===== config.mk =====
export PLATFORM = sky130hd
export DESIGN_NAME = aes_key_expander_flat
export DESIGN_NICKNAME = d
export VERILOG_FILES = /design/src/rtl/aes_pkg.sv /design/src/rtl/aes_key_expander_if.sv /design/src/rtl/aes_sub_word.sv /design/src/rtl/aes_key_expander.sv /design/src/flat_wrapper.sv
export SDC_FILE = /design/constraint.sdc
export NUM_CORES = 2
export LEC_CHECK = 0
export CAP_MARGIN = 20
export CORE_MARGIN = 5
export CORE_UTILIZATION = 56
export CTS_BUF_LIST = sky130_fd_sc_hd__clkbuf_8
export DETAILED_ROUTE_END_ITERATION = 8
export GPL_TIMING_DRIVEN = 0
export HOLD_SLACK_MARGIN = 0.08
export PLACE_DENSITY = 0.74
export SETUP_SLACK_MARGIN = 0.4
export SYNTH_ARGS = -nofsm -noshare
export SYNTH_HDL_FRONTEND = slang
export SYNTH_SLANG_ARGS = --single-unit

===== constraint.sdc =====
create_clock -name clk -period 26.7 [get_ports clk]
set_input_delay 8.01 -clock clk [delete_from_list [all_inputs] [get_ports clk]]
set_output_delay 8.01 -clock clk [all_outputs]
set_load 0.05 [all_outputs]

===== src/rtl/aes_pkg.sv =====
// Shared AES key-schedule types and constants: word/round-key types, FSM states, Rcon, GF(2^8) helpers.
// Latency: n/a (types and pure functions only).
// Backpressure: n/a.
package aes_pkg;

    typedef logic [31:0]  word_t;
    typedef logic [127:0] rkey_t;

    typedef enum logic [1:0] {
        ST_IDLE,
        ST_LOAD,
        ST_EXPAND,
        ST_DRAIN
    } state_t;

    // Only the three AES key sizes are meaningful.
    function automatic bit key_bits_legal(input int kb);
        return (kb == 128) || (kb == 192) || (kb == 256);
    endfunction

    // Round constant high byte; index 1..10, anything else yields 0.
    function automatic logic [7:0] rcon(input logic [3:0] n);
        case (n)
            4'd1:    return 8'h01;
            4'd2:    return 8'h02;
            4'd3:    return 8'h04;
            4'd4:    return 8'h08;
            4'd5:    return 8'h10;
            4'd6:    return 8'h20;
            4'd7:    return 8'h40;
            4'd8:    return 8'h80;
            4'd9:    return 8'h1b;
            4'd10:   return 8'h36;
            default: return 8'h00;
        endcase
    endfunction

    function automatic logic [7:0] xtime(input logic [7:0] a);
        return {a[6:0], 1'b0} ^ (a[7] ? 8'h1b : 8'h00);
    endfunction

    // Multiply in GF(2^8) modulo x^8+x^4+x^3+x+1.
    function automatic logic [7:0] gf_mul(input logic [7:0] a, input logic [7:0] b);
        logic [7:0] p;
        logic [7:0] x;
        p = 8'h00;
        x = a;
        for (int k = 0; k < 8; k++) begin
            if (b[k]) p = p ^ x;
            x = xtime(x);
        end
        return p;
    endfunction

endpackage


===== src/rtl/aes_key_expander_if.sv =====
// Start/key request and round-key stream between the key expander and the round pipeline.
// Latency: n/a (wires only).
// Backpressure: rk_ready from the consumer stalls the round-key stream.
interface aes_key_expander_if #(parameter int KEY_BITS = 128);
    import aes_pkg::*;

    logic                start;
    logic                start_ready;
    logic [KEY_BITS-1:0] key_in;
    logic                rk_valid;
    logic                rk_ready;
    rkey_t               rk_data;
    logic [3:0]          rk_idx;
    logic                rk_last;

    modport master (
        output start, key_in, rk_ready,
        input  start_ready, rk_valid, rk_data, rk_idx, rk_last
    );

    modport slave (
        input  start, key_in, rk_ready,
        output start_ready, rk_valid, rk_data, rk_idx, rk_last
    );
endinterface


===== src/rtl/aes_sub_word.sv =====
// SubWord: four AES S-boxes applied bytewise; the only S-box logic in the key expander.
// Latency: combinational.
// Backpressure: none.
module aes_sbox
    import aes_pkg::*;
(
    input  logic [7:0] a,
    output logic [7:0] s
);
    logic [7:0] x2, x3, x6, x12, x15, x30, x60, x120, x240, x252, inv;

    // Multiplicative inverse as a^254 (0 maps to 0), then the AES affine transform.
    always_comb begin
        x2   = gf_mul(a, a);
        x3   = gf_mul(x2, a);
        x6   = gf_mul(x3, x3);
        x12  = gf_mul(x6, x6);
        x15  = gf_mul(x12, x3);
        x30  = gf_mul(x15, x15);
        x60  = gf_mul(x30, x30);
        x120 = gf_mul(x60, x60);
        x240 = gf_mul(x120, x120);
        x252 = gf_mul(x240, x12);
        inv  = gf_mul(x252, x2);
        s    = inv ^ {inv[6:0], inv[7]} ^ {inv[5:0], inv[7:6]}
                   ^ {inv[4:0], inv[7:5]} ^ {inv[3:0], inv[7:4]} ^ 8'h63;
    end
endmodule

module aes_sub_word
    import aes_pkg::*;
(
    input  word_t din,
    output word_t dout
);
    for (genvar b = 0; b < 4; b++) begin : g_sbox
        aes_sbox u_sbox (.a(din[8*b +: 8]), .s(dout[8*b +: 8]));
    end
endmodule


===== src/rtl/aes_key_expander.sv =====
// Iterative AES key schedule: one 32-bit word per cycle, packed into 128-bit round keys (AES_KEYEXP_STORE_EN adds a readable round-key store).
// Latency: round key r valid 4r+4 cycles after start accept; one word per cycle thereafter.
// Backpressure: word generation stalls when the 4th word of a round key is due and rk_data is still held.
module aes_key_expander
    import aes_pkg::*;
#(
    parameter int KEY_BITS = 128
)
(
    input  logic                 clk,
    input  logic                 rst,
    aes_key_expander_if.slave    kx,
    output logic                 busy
`ifdef AES_KEYEXP_STORE_EN
    ,
    input  logic [3:0]           rd_idx,
    output rkey_t                rd_data,
    output logic                 store_valid
`endif
);
    localparam int          NK      = KEY_BITS / 32;
    localparam int          NR      = NK + 6;
    localparam logic [5:0]  LAST_W  = 6'(4 * (NR + 1) - 1);
    localparam logic [3:0]  NR_L    = 4'(NR);
    localparam logic [2:0]  NK_LAST = 3'(NK - 1);

    if (!key_bits_legal(KEY_BITS)) begin : g_bad_key_bits
        $error("aes_key_expander: KEY_BITS must be 128, 192 or 256");
    end

    state_t      state;
    logic [5:0]  wcnt;      // word index i of the next word to produce
    logic [2:0]  phase;     // i mod NK
    logic [3:0]  rc_idx;    // i / NK for the next rotate-and-substitute word
    word_t       win [NK];  // win[0] = w[i-NK] ... win[NK-1] = w[i-1]
    logic [95:0] asm_q;     // first three words of the round key being assembled
    logic [1:0]  asm_cnt;   // words already in asm_q
    logic [3:0]  rnd;       // round keys transferred so far this run

    word_t temp, sw_in, sw_out, load_word, exp_word, cur_word;
    logic  active, out_free, gen_en, xfer, start_acc, last_acc;

    assign kx.start_ready = (state == ST_IDLE);
    assign busy           = (state != ST_IDLE);
    assign start_acc      = kx.start && kx.start_ready;
    assign active         = (state == ST_LOAD) || (state == ST_EXPAND);
    assign out_free       = !kx.rk_valid || kx.rk_ready;
    // The 4th word of a round key goes straight to rk_data, so it may only be
    // produced when the output register is free; this is the stall point.
    assign gen_en         = active && ((asm_cnt != 2'd3) || out_free);
    assign xfer           = gen_en && (asm_cnt == 2'd3);
    assign last_acc       = kx.rk_valid && kx.rk_ready && kx.rk_last;

    aes_sub_word u_sub (.din(sw_in), .dout(sw_out));

    // Next schedule word: key words during LOAD, recurrence during EXPAND.
    always_comb begin
        temp      = win[NK-1];
        sw_in     = (phase == 3'd0) ? {temp[23:0], temp[31:24]} : temp;
        load_word = '0;
        for (int k = 0; k < NK; k++) begin
            if (phase == 3'(k)) load_word = win[k];
        end
        if (phase == 3'd0)
            exp_word = win[0] ^ sw_out ^ {rcon(rc_idx), 24'h0};
        else if ((NK == 8) && (phase == 3'd4))
            exp_word = win[0] ^ sw_out;
        else
            exp_word = win[0] ^ temp;
        cur_word = (state == ST_LOAD) ? load_word : exp_word;
    end

    // Control FSM, key window, round-key assembly and output register.
    always_ff @(posedge clk) begin
        if (rst) begin
            state       <= ST_IDLE;
            wcnt        <= '0;
            phase       <= '0;
            rc_idx      <= 4'd1;
            asm_q       <= '0;
            asm_cnt     <= '0;
            rnd         <= '0;
            kx.rk_valid <= 1'b0;
            kx.rk_data  <= '0;
            kx.rk_idx   <= '0;
            kx.rk_last  <= 1'b0;
            for (int k = 0; k < NK; k++) win[k] <= '0;
        end else begin
            if (xfer) begin
                kx.rk_valid <= 1'b1;
                kx.rk_data  <= {asm_q, cur_word};
                kx.rk_idx   <= rnd;
                kx.rk_last  <= (rnd == NR_L);
                rnd         <= rnd + 4'd1;
            end else if (kx.rk_ready) begin
                kx.rk_valid <= 1'b0;
            end

            if (gen_en) begin
                asm_q   <= {asm_q[63:0], cur_word};
                asm_cnt <= asm_cnt + 2'd1;
                wcnt    <= wcnt + 6'd1;
                phase   <= (phase == NK_LAST) ? 3'd0 : phase + 3'd1;
                if (state == ST_EXPAND) begin
                    for (int k = 0; k < NK - 1; k++) win[k] <= win[k+1];
                    win[NK-1] <= cur_word;
                    if (phase == 3'd0) rc_idx <= rc_idx + 4'd1;
                end
            end

            case (state)
                ST_IDLE: begin
                    if (start_acc) begin
                        state   <= ST_LOAD;
                        wcnt    <= '0;
                        phase   <= '0;
                        rc_idx  <= 4'd1;
                        asm_cnt <= '0;
                        rnd     <= '0;
                        for (int k = 0; k < NK; k++)
                            win[k] <= kx.key_in[KEY_BITS-1-32*k -: 32];
                    end
                end
                ST_LOAD:   if (gen_en && (phase == NK_LAST)) state <= ST_EXPAND;
                ST_EXPAND: if (gen_en && (wcnt == LAST_W))   state <= ST_DRAIN;
                ST_DRAIN:  if (last_acc)                     state <= ST_IDLE;
                default:   state <= ST_IDLE;
            endcase
        end
    end

`ifdef AES_KEYEXP_STORE_EN
    rkey_t store [NR+1];

    // Capture every round key as it enters rk_data; registered random read.
    always_ff @(posedge clk) begin
        if (xfer) store[rnd] <= {asm_q, cur_word};
        if (rst) begin
            rd_data     <= '0;
            store_valid <= 1'b0;
        end else begin
            rd_data <= (rd_idx <= NR_L) ? store[rd_idx] : '0;
            if (start_acc)     store_valid <= 1'b0;
            else if (last_acc) store_valid <= 1'b1;
        end
    end
`endif

endmodule


===== src/flat_wrapper.sv =====
// flat-port wrapper written by rule: the top's interface ports become plain ports
module aes_key_expander_flat import aes_pkg::*;
#(
    parameter int KEY_BITS = 128
)
  (clk, rst, busy, kx_start, kx_key_in, kx_rk_ready, kx_start_ready, kx_rk_valid, kx_rk_data, kx_rk_idx, kx_rk_last);
  aes_key_expander_if #(.KEY_BITS(KEY_BITS)) kx_i ();
  input  logic clk;
  input  logic rst;
  output logic busy;
  input wire logic [$bits(kx_i.start)-1:0] kx_start;
  input wire logic [$bits(kx_i.key_in)-1:0] kx_key_in;
  input wire logic [$bits(kx_i.rk_ready)-1:0] kx_rk_ready;
  output wire logic [$bits(kx_i.start_ready)-1:0] kx_start_ready;
  output wire logic [$bits(kx_i.rk_valid)-1:0] kx_rk_valid;
  output wire logic [$bits(kx_i.rk_data)-1:0] kx_rk_data;
  output wire logic [$bits(kx_i.rk_idx)-1:0] kx_rk_idx;
  output wire logic [$bits(kx_i.rk_last)-1:0] kx_rk_last;
  assign kx_i.start = kx_start;
  assign kx_i.key_in = kx_key_in;
  assign kx_i.rk_ready = kx_rk_ready;
  assign kx_start_ready = kx_i.start_ready;
  assign kx_rk_valid = kx_i.rk_valid;
  assign kx_rk_data = kx_i.rk_data;
  assign kx_rk_idx = kx_i.rk_idx;
  assign kx_rk_last = kx_i.rk_last;
  aes_key_expander #(.KEY_BITS(KEY_BITS)) u_core (.clk(clk), .rst(rst), .kx(kx_i), .busy(busy));
endmodule

==> out/metrics.cfg <==
[worst_hold_path]
hp-class = reg2reg

[detailed_routing]
top_layer_used = met4
wl_met2_um = 91400
drt-pass1-iter-count = 6
vias = 59684
drt_iter0_markers = 6533
wl_met1_um = 86000
post-route-drc-count = 0
ant_nets = 0
dr_wl_met3_um = 17600
routedWlPerCell_um = 20.6
finalWirelength_um = 201000
viasPerCell = 6.12

[setup_path]
critical-path-max-stage-delay_ns = 0.55
worst_r2r_path_depth = 92
cp.arrival_ns = 25.25
crit_end = u_core.win[3][9]
critPathLaunchType = register
regToRegStartpoint = u_core.phase[0]
worstPathMaxFanout = 10
rr_endpoint = u_core.win[3][9]
required_ns = 27.03
crit_type = reg2reg
end_kind = register
cpMaxStageDelayCell = xnor3_1
crit_start = u_core.phase[0]
rrSetupSlack_ns = 1.77
crit_path_frequent_cell = xnor2_1

[die]
die_w_um = 351
core-area_sq_um = 116000
ioPinCount = 268
dieHeight_um = 351
rows = 125
dieArea_sq_um = 123000
initial_core_util_pct = 56.2

[logic_synthesis]
synth-compound-area-share_pct = 17.0
synth-xor-area-share_pct = 38.4
netlist_area_sq_um = 65100
yosysTopAreaCell = xnor2_1
yosys_warnings = 0
async_flop_share_pct = 0
synth_top_area_share_pct = 15.5
synth_edf_count = 128
netlist-cell-type-count = 162
synth_area_per_cell_sq_um = 8.30
synthCells = 7850
muxShareOfSynthArea_pct = 4.70
synth_seq_area_share_pct = 13.9
synth_top_family_by_area = XOR/XNOR gates
yosys_register_bits = 387
synth-main-ff-cell = dfxtp_1
synth_fa_ha_area_share_pct = 0.865
synthTopCellsByArea = xnor2_1 (15%), xnor3_1 (9.4%), dfxtp_1 (8.0%)
syn-num-nets = 8027
synthSimpleGateAreaFrac_pct = 18.6

[placement]
place_hpwl_um = 156000
io_buffers = 267
gp_congestion = 1.01

[global_routing]
grt_usage_pct = 30.9
antenna_found_initial = 2
grt_pass1_wl_um = 311000
grt_pass1_vias = 55756
overflow = 0
grt_max_degree = 26

[timing]
period_share_pct = 93.4
max_clock_freq_mhz = 40.1
fin_crit_ns = 24.93
rsz0062_at_grt = yes
worst_slew_pin_slew_ns = 1.19
slew_headroom_pct = 19.9
tns_ns = 0
clock-skew-final_ns = 0.0297
report.final.setup_viol = 0
drv_slew = 0
finalHoldViolCount = 0

[cells_and_area]
multi_input_area_sq_um = 52000
fill_cells = 10089
syn_to_final_growth_pct = 9.09
drive_above_1_share_pct = 10.9
finalNetCount = 8358
regArea_sq_um = 9030

[outcome]
outcome = completed

[clock_network]
cts_made_buffers = 55
path_clk_slew_ns = 0.07
cts.htree.levels = 2
clk_latency_ns = 0.63
cts_buffer_depth = 3
cts_tree = yes
clkSinkCount = 387
cts_root_buffer = clkbuf_8

[flow_run]
cap_violations = 0

metrics by stage:
step                utilization [%]  instances  cell area, sq um  worst slack [ns]  hold slack [ns]
finish                         61.3       9745             71000              1.77            0.458
floorplan                         -       7850             65100              6.12            0.432
detailed placement             60.2       9645             69800              1.64            0.448
CTS                            61.2       9740             70900              1.52            0.458
global placement               60.1       9641             69700              1.62            0.444
global route                   61.3       9745             71000             0.326            0.478
cell type report:
| class | count | share of cell area (%) |
|---|---|---|
| antenna | 2 | 0.00705 |
| buffer | 566 | 5.21 |
| clock buffer | 66 | 1.28 |
| clock inverter | 29 | 0.227 |
| inverter | 141 | 0.757 |
| multi-input combinational | 6756 | 73.2 |
| sequential | 387 | 12.7 |
| tap | 1524 | 2.68 |
| timing repair buffer | 274 | 3.95 |
cell usage in the layout (no fill, tap or decap), drive strengths merged, types with 259 or more instances in the layout:
cell	n
dfxtp	259
a21oi	516
buf	264
xor2	402
xnor3	336
nand2	1076
o21ai	336
clkbuf	371
nor2	892
xnor2	1283
clkdlybuf4s50	267
worst min-delay path by stage:
| stage | start | to | slack [ns] | cells past startpoint |
|---|---|---|---|---|
| after floorplan | u_core.asm_q[68] | u_core.kx.rk_data[100] | 0.43 | 2 |
| after global placement | u_core.kx.rk_data[17] | u_core.kx.rk_data[17] | 0.44 | 2 |
| after detailed placement | u_core.kx.rk_data[39] | u_core.kx.rk_data[39] | 0.45 | 2 |
| after CTS | u_core.asm_q[92] | u_core.asm_q[92] | 0.46 | 2 |
| after global routing | u_core.asm_q[87] | u_core.asm_q[87] | 0.48 | 2 |
| final | u_core.kx.rk_data[108] | u_core.kx.rk_data[108] | 0.46 | 2 |
layer usage:
layer,GRT usage (%),vias up
li1,-,27853
met4,8.29,0
met1,43.4,28459
met3,3.82,374
met5,0,-
met2,50.5,2998
worst max-delay path: cells and delay by family, from the launching register on:
| kind | cells | cell delay, ns |
|---|---|---|
| AOI/OAI and AO/OA | 9 | 1.91 |
| buffers and inverters | 26 | 6.34 |
| adders and majority gates | 7 | 2.18 |
| and+or+nand+nor | 11 | 2.18 |
| DFF | 1 | 0.36 |
| muxes | 3 | 0.80 |
| xor gates and xnor gates | 36 | 10.77 |
logic make-up after synthesis:
family          count (synthesis)
mux                           285
fa+ha+maj                      45
xor+xnor                     2062
simple gates                 2720
buf+inv                       707
flops                         387
compound gates               1644
sequential cells by signal (all words and copies together) (netlist names), named ones only:
register and cells:
u_core.rnd 4, u_core.rc_idx 4, u_core.win 128, u_core.kx.rk_valid 1
u_core.kx.rk_last 1, u_core.wcnt 6, u_core.kx.rk_idx 4, u_core.kx.rk_data 128
u_core.phase 3, u_core.asm_cnt 2, u_core.state 2, u_core.asm_q 96
cell usage after synthesis, types with 41 or more instances:
| cell type | n |
|---|---|
| nor2_1 | 870 |
| nand2b_1 | 59 |
| buf_2 | 103 |
| o211ai_1 | 50 |
| mux2i_1 | 206 |
| and2_1 | 44 |
| a211oi_1 | 55 |
| xnor2_1 | 1150 |
| buf_6 | 63 |
| mux2_2 | 52 |
| nand3_1 | 151 |
| ha_1 | 45 |
| xnor2_2 | 118 |
| nor3_1 | 156 |
| xnor3_2 | 55 |
| buf_4 | 53 |
| xor2_1 | 356 |
| or3_1 | 41 |
| o21ai_1 | 66 |
| xnor3_1 | 272 |
| edfxtp_1 | 128 |
| clkbuf_8 | 53 |
| dfxtp_1 | 259 |
| inv_1 | 109 |
| o22ai_1 | 67 |
| nand2_1 | 1071 |
| clkbuf_1 | 242 |
| a31oi_1 | 52 |
| o21ai_0 | 266 |
| and3_1 | 46 |
| nor2b_1 | 45 |
| a22o_1 | 92 |
| a21oi_1 | 495 |
what timing repair did:
action	4_1_cts	5_1_grt
endpoints found under the setup margin	0	72
hold endpoints to repair	0	0
buffers inserted	0	1
gates resized for setup	0	23
hold buffers	0	0
Power is left out: the tool's default activity adds up to more than one toggle a clock period on the data nets, which glitch-free logic cannot reach.
